### config.mk
export PLATFORM = sky130hd
export DESIGN_NAME = instr_fetch_flat
export DESIGN_NICKNAME = d
export VERILOG_FILES = /design/src/rtl/instr_fetch_if.sv /design/src/rtl/instr_fetch.sv /design/src/flat_wrapper.sv
export SDC_FILE = /design/constraint.sdc
export NUM_CORES = 1
export LEC_CHECK = 0
export CAP_MARGIN = 5
export CORE_MARGIN = 2
export CORE_UTILIZATION = 40
export CTS_CLUSTER_DIAMETER = 100
export DETAILED_ROUTE_END_ITERATION = 8
export PLACE_DENSITY = 0.79
export SYNTH_ARGS = -nofsm -noshare
export SYNTH_HDL_FRONTEND = slang
export SYNTH_SLANG_ARGS = --single-unit
export TNS_END_PERCENT = 10
### constraint.sdc
create_clock -name clk -period 2.7 [get_ports clk]
set_input_delay 0.405 -clock clk [delete_from_list [all_inputs] [get_ports clk]]
set_output_delay 0.405 -clock clk [all_outputs]
set_load 0.02 [all_outputs]
### src/rtl/instr_fetch_if.sv
// IMEM read bus between the fetch unit (master) and instruction memory (slave).
interface instr_fetch_if #(
  parameter int ADDR_W = 24,
  parameter int INS_W  = 24
);
  logic              imem_req;
  logic [ADDR_W-1:0] imem_addr;
  logic              imem_ready;
  logic              imem_valid;
  logic [INS_W-1:0]  imem_rdata;

  modport master (
    output imem_req,
    output imem_addr,
    input  imem_ready,
    input  imem_valid,
    input  imem_rdata
  );

  modport slave (
    input  imem_req,
    input  imem_addr,
    output imem_ready,
    output imem_valid,
    output imem_rdata
  );
endinterface

### src/rtl/instr_fetch.sv
// Instruction fetch unit: single outstanding IMEM read, instruction register
// with decoder handshake, and flush handling that drops in-flight responses.
module instr_fetch #(
  parameter int ADDR_W = 24,
  parameter int INS_W  = 24
) (
  input  logic              clk,
  input  logic              reset_n,
  input  logic              fetch_en,
  input  logic              flush,
  input  logic [ADDR_W-1:0] pc_addr,
  output logic              pc_inc,
  instr_fetch_if.master     imem,
  output logic [INS_W-1:0]  ir_out,
  output logic              ir_valid,
  input  logic              dec_ready
);

  typedef enum logic [1:0] {IDLE, REQ, WAIT, HOLD} state_t;

  state_t            r_state, w_state_next;
  logic              r_drop, w_drop_next;
  logic [ADDR_W-1:0] r_addr, w_addr_next;
  logic [INS_W-1:0]  r_ir, w_ir_next;
  logic              r_ir_valid, w_ir_valid_next;
  logic              w_pc_inc;

  always_ff @(posedge clk or negedge reset_n) begin
    if (!reset_n) begin
      r_state    <= IDLE;
      r_drop     <= 1'b0;
      r_addr     <= '0;
      r_ir       <= '0;
      r_ir_valid <= 1'b0;
    end else begin
      r_state    <= w_state_next;
      r_drop     <= w_drop_next;
      r_addr     <= w_addr_next;
      r_ir       <= w_ir_next;
      r_ir_valid <= w_ir_valid_next;
    end
  end

  always_comb begin
    w_state_next    = r_state;
    w_drop_next     = r_drop;
    w_addr_next     = r_addr;
    w_ir_next       = r_ir;
    w_ir_valid_next = r_ir_valid;
    w_pc_inc        = 1'b0;

    case (r_state)
      IDLE: begin
        w_ir_valid_next = 1'b0;
        if (fetch_en) begin
          w_state_next = REQ;
          w_addr_next  = pc_addr;
        end
      end

      REQ: begin
        if (flush) w_drop_next = 1'b1;
        if (imem.imem_ready) w_state_next = WAIT;
      end

      WAIT: begin
        if (imem.imem_valid) begin
          // A flush arriving with the data wins over the capture.
          if (r_drop || flush) begin
            w_drop_next = 1'b0;
            if (fetch_en) begin
              w_state_next = REQ;
              w_addr_next  = pc_addr;
            end else begin
              w_state_next = IDLE;
            end
          end else begin
            w_ir_next       = imem.imem_rdata;
            w_ir_valid_next = 1'b1;
            w_pc_inc        = 1'b1;
            w_state_next    = HOLD;
          end
        end else if (flush) begin
          w_drop_next = 1'b1;
        end
      end

      HOLD: begin
        if (flush || dec_ready) begin
          w_ir_valid_next = 1'b0;
          if (fetch_en) begin
            w_state_next = REQ;
            w_addr_next  = pc_addr;
          end else begin
            w_state_next = IDLE;
          end
        end
      end

      default: w_state_next = IDLE;
    endcase
  end

  assign imem.imem_req  = (r_state == REQ);
  assign imem.imem_addr = r_addr;
  assign pc_inc         = w_pc_inc;
  assign ir_out         = r_ir;
  assign ir_valid       = r_ir_valid;

endmodule

### src/flat_wrapper.sv
// flat-port wrapper written by rule: the top's interface ports become plain ports
module instr_fetch_flat 
#(
  parameter int ADDR_W = 24,
  parameter int INS_W  = 24
)
  (clk, reset_n, fetch_en, flush, pc_addr, pc_inc, ir_out, ir_valid, dec_ready, imem_imem_req, imem_imem_addr, imem_imem_ready, imem_imem_valid, imem_imem_rdata);
  instr_fetch_if #(.ADDR_W(ADDR_W), .INS_W(INS_W)) imem_i ();
  input  logic clk;
  input  logic reset_n;
  input  logic fetch_en;
  input  logic flush;
  input  logic [ADDR_W-1:0] pc_addr;
  output logic pc_inc;
  output logic [INS_W-1:0] ir_out;
  output logic ir_valid;
  input  logic dec_ready;
  output wire logic [$bits(imem_i.imem_req)-1:0] imem_imem_req;
  output wire logic [$bits(imem_i.imem_addr)-1:0] imem_imem_addr;
  input wire logic [$bits(imem_i.imem_ready)-1:0] imem_imem_ready;
  input wire logic [$bits(imem_i.imem_valid)-1:0] imem_imem_valid;
  input wire logic [$bits(imem_i.imem_rdata)-1:0] imem_imem_rdata;
  assign imem_imem_req = imem_i.imem_req;
  assign imem_imem_addr = imem_i.imem_addr;
  assign imem_i.imem_ready = imem_imem_ready;
  assign imem_i.imem_valid = imem_imem_valid;
  assign imem_i.imem_rdata = imem_imem_rdata;
  instr_fetch #(.ADDR_W(ADDR_W), .INS_W(INS_W)) u_core (.clk(clk), .reset_n(reset_n), .fetch_en(fetch_en), .flush(flush), .pc_addr(pc_addr), .pc_inc(pc_inc), .imem(imem_i), .ir_out(ir_out), .ir_valid(ir_valid), .dec_ready(dec_ready));
endmodule
==> metrics <==
Final Max Tran Viols 0; maximum number of pins on one net before global-route repair 25; number of placement rows 26; post-route DRC violation count 0; antenna violations before repair 0; TritonCTS buffer count 5; weighted congestion at the end of routability-driven global placement 0.872; sequential share of power a little over a third; Die Footprint slightly above 6000 um2; synth unique cells 19; count of mapped cells out of synthesis ~140; cell leakage power 1.50 nW; clock tree from TritonCTS done; share of power burned in combinational logic between 50% and 60%; placed wire-length estimate approximately 3.4 mm; post-synth design cell area 2180 um2; area share of xor/xnor cells in the synthesized design 0%; crit start category flop; Via Count approximately 1500; starting density of the core a little over two fifths; clk_lat worst skew between 0.2 and 0.3 ns; Placement Setup Slack 0.407 ns; hold buffers post-CTS 0; commonest non-fill, non-tap cell in the layout clkdlybuf4s50_1; P_sw approximately 1.4 mW; data arrival at the endpoint of the critical path slightly below 2 ns; Post-layout nets 307; total number of yosys warnings 0; RSZ-0062 raised after global routing no; period utilization 87.4%; sequence of cells on the critical path inv_1, ha_1, and3_1, clkdlybuf4s50_1; switching portion of total power 34.8%; global-route usage over all layers between 10% and 20%; number of buffers on the longest clock path 2; power per cell area around 1200 nW/um2; post-CTS repair timing setup buffer count 0; number of fillers in the final layout ~380; number of I/O pins approximately 110; number of global-route vias before repair between 1500 and 2000; Root Buffer clkbuf_8; Total Power Consumption a little under 4 mW; summed negative setup slack over all endpoints 0 ns; net count of the mapped netlist ~200; dominant cell type by area after synthesis dfrtp_1; share of synthesized area occupied by flip-flops and latches slightly below 60%; number of nets still failing antenna checks after routing 0; total grt overflow 0; internal power about 2.6 mW; share of cells above drive strength 1 approximately a quarter; wire length per cell after detailed routing approximately 14 um; data required time of the critical path ~2.3 ns; largest stage delay on the critical path 0.62 ns; Crit. End Element primary output; total of buffers placed on input and output ports between 100 and 150; Final Worst Setup Slack 0.340 ns; number of DRC markers in iteration 0 44; synth top area cells dfrtp_1 60%, mux2_2 15%, mux2_4 14%, ha_1 3.4%, buf_6 1.0%; total detailed-routing wirelength 4.48 mm; main combinational cell family by area after synthesis multiplexers; post-synthesis mux area share between 20 and 30%; final hold viol count 0; worst clock skew around 0.005 ns; Avg Inst Size Synth 16.0 um2; drt pass-1 iters 4; # diodes 0; Syn-to-layout area delta 56.3%; number of resized instances in the post-cts repair step 0; Compound-Gate Fraction of Synth Area under 10%; flops & latches, synth 52; worst vdd ir 0.529 mV; class of the tightest hold or removal check in2async; H-tree levels 2; Setup-failing EPs final 0; transition time at the pin with the least slew margin a little under 0.5 ns; ratio of routed vias to standard cells 4.66; global-route wire length before repair approximately 7.6 mm; cell type of the slowest stage on the worst timing path clkdlybuf4s50_1; Synth Area in Adders 3.44%; most frequent cells in the layout 104 x clkdlybuf4s50_1, 52 x dfrtp_1, 29 x mux2_2, 20 x mux2_4; startpoint-to-endpoint class of the critical path reg2out; final standard cell utilization of the core roughly 66%; clock slew at reported path FFs roughly 0.09 ns; Max Cap Violations 0; Max Clk Rate roughly 0.42 GHz; final worst path period need 2.36 ns; power share of the clock group 11.4%; Die W just under 80 um; result of the run completed; max_slew headroom around two thirds; simple logic cell fraction of the synthesized area approximately 3.2%; maximum fanout along the worst path 5; core area around 5200 um2; die boundary height 77.8 um; fraction of post-synthesis cell area in the top cell type by area between 50% and 60%; number of clock sinks seen by CTS 52
kinds of logic (layout without fill, tap and decap cells):
logic type / count (synthesis) / count (layout)
compound gates: 8 / 8
fa+ha+maj: 6 / 6
buf+inv: 9 / 120
flops: 52 / 52
mux: 49 / 49
simple gates: 12 / 12
power by group through the flow:
stage                     Sequential, mW  Clock (mW)  Combinational (mW)
after floorplan                     1.80           0               0.751
after CTS                           1.37       0.464                2.14
after detailed placement            1.38           0                2.14
after global placement              1.37           0                2.11
after global routing                1.42       0.504                2.24
final                               1.36       0.450                2.12
synthesized netlist by cell type:
cell type	n
ha_1	6
and3_1	2
nor2b_1	2
inv_1	3
nand2_1	2
buf_6	2
a31oi_1	2
mux2_4	20
and2_1	1
buf_2	4
mux2_2	29
nor3b_2	1
nor2_1	2
o21ai_0	1
a21oi_1	3
dfrtp_1	52
a2111oi_2	1
nor3_1	2
o21a_1	1
path summary, 6_finish.rpt:
path / slack, ns / start / endpoint / cells past startpoint
worst min register to register: 0.51 / u_core.ir_out[21]$_DFFE_PN0P_ / u_core.ir_out[21]$_DFFE_PN0P_ / 1
worst min-delay path: 0.06 / reset_n / u_core.ir_out[14]$_DFFE_PN0P_ / 1
max in group asynchronous: 2.04 / reset_n / u_core.ir_out[9]$_DFFE_PN0P_ / 2
worst max register to register: 0.65 / u_core.r_state[0]$_DFFE_PN0P_ / u_core.imem.imem_addr[17]$_DFFE_PN0P_ / 7
min in group clk: 0.51 / u_core.ir_out[21]$_DFFE_PN0P_ / u_core.ir_out[21]$_DFFE_PN0P_ / 1
worst max-delay path: 0.34 / u_core.r_state[0]$_DFFE_PN0P_ / pc_inc / 4
metrics by stage:
step	cell area (um2)	hold slack [ns]	cells
2_1_floorplan	2180	0.109	136
3_3_place_gp	3310	0.401	309
3_5_place_dp	3310	0.395	309
4_1_cts	3410	0.0727	317
5_1_grt	3410	0.0909	317
6_report	3410	0.0625	317
state kept, by name, indices dropped and copies added (netlist names):
name and count:
u_core.r_drop 1, u_core.imem.imem_addr 24, u_core.r_state 2, u_core.ir_out 24
u_core.ir_valid 1
metal layers:
| metal | GRT usage [%] | share of wire [%] |
|---|---|---|
| met1 | 21.2 | 45 |
| met2 | 25.3 | 46 |
| met3 | 4.88 | 8.5 |
| met4 | 3.21 | 0.36 |
| met5 | 0 | 0 |
worst max-delay path, delay by kind of cell (launching register included):
family | cells | cell delay (ns)
buffers and inverters | 2 | 0.76
AND/OR/NAND/NOR | 1 | 0.21
flip-flops | 1 | 0.44
adder cells (fa/ha/maj) | 1 | 0.25
area by class of cell:
| cell class | instances | area, um2 | area share [%] |
|---|---|---|---|
| Clock buffer | 7 | 86.3 | 2.53 |
| Clock inverter | 1 | 7.51 | 0.220 |
| Inverter | 3 | 11.3 | 0.330 |
| Multi-Input combinational cell | 75 | 826 | 24.2 |
| Sequential cell | 52 | 1300 | 38.2 |
| Tap cell | 70 | 87.6 | 2.57 |
| Timing Repair Buffer | 109 | 1090 | 31.9 |
Note: power is estimated with default switching activity, not from simulation.
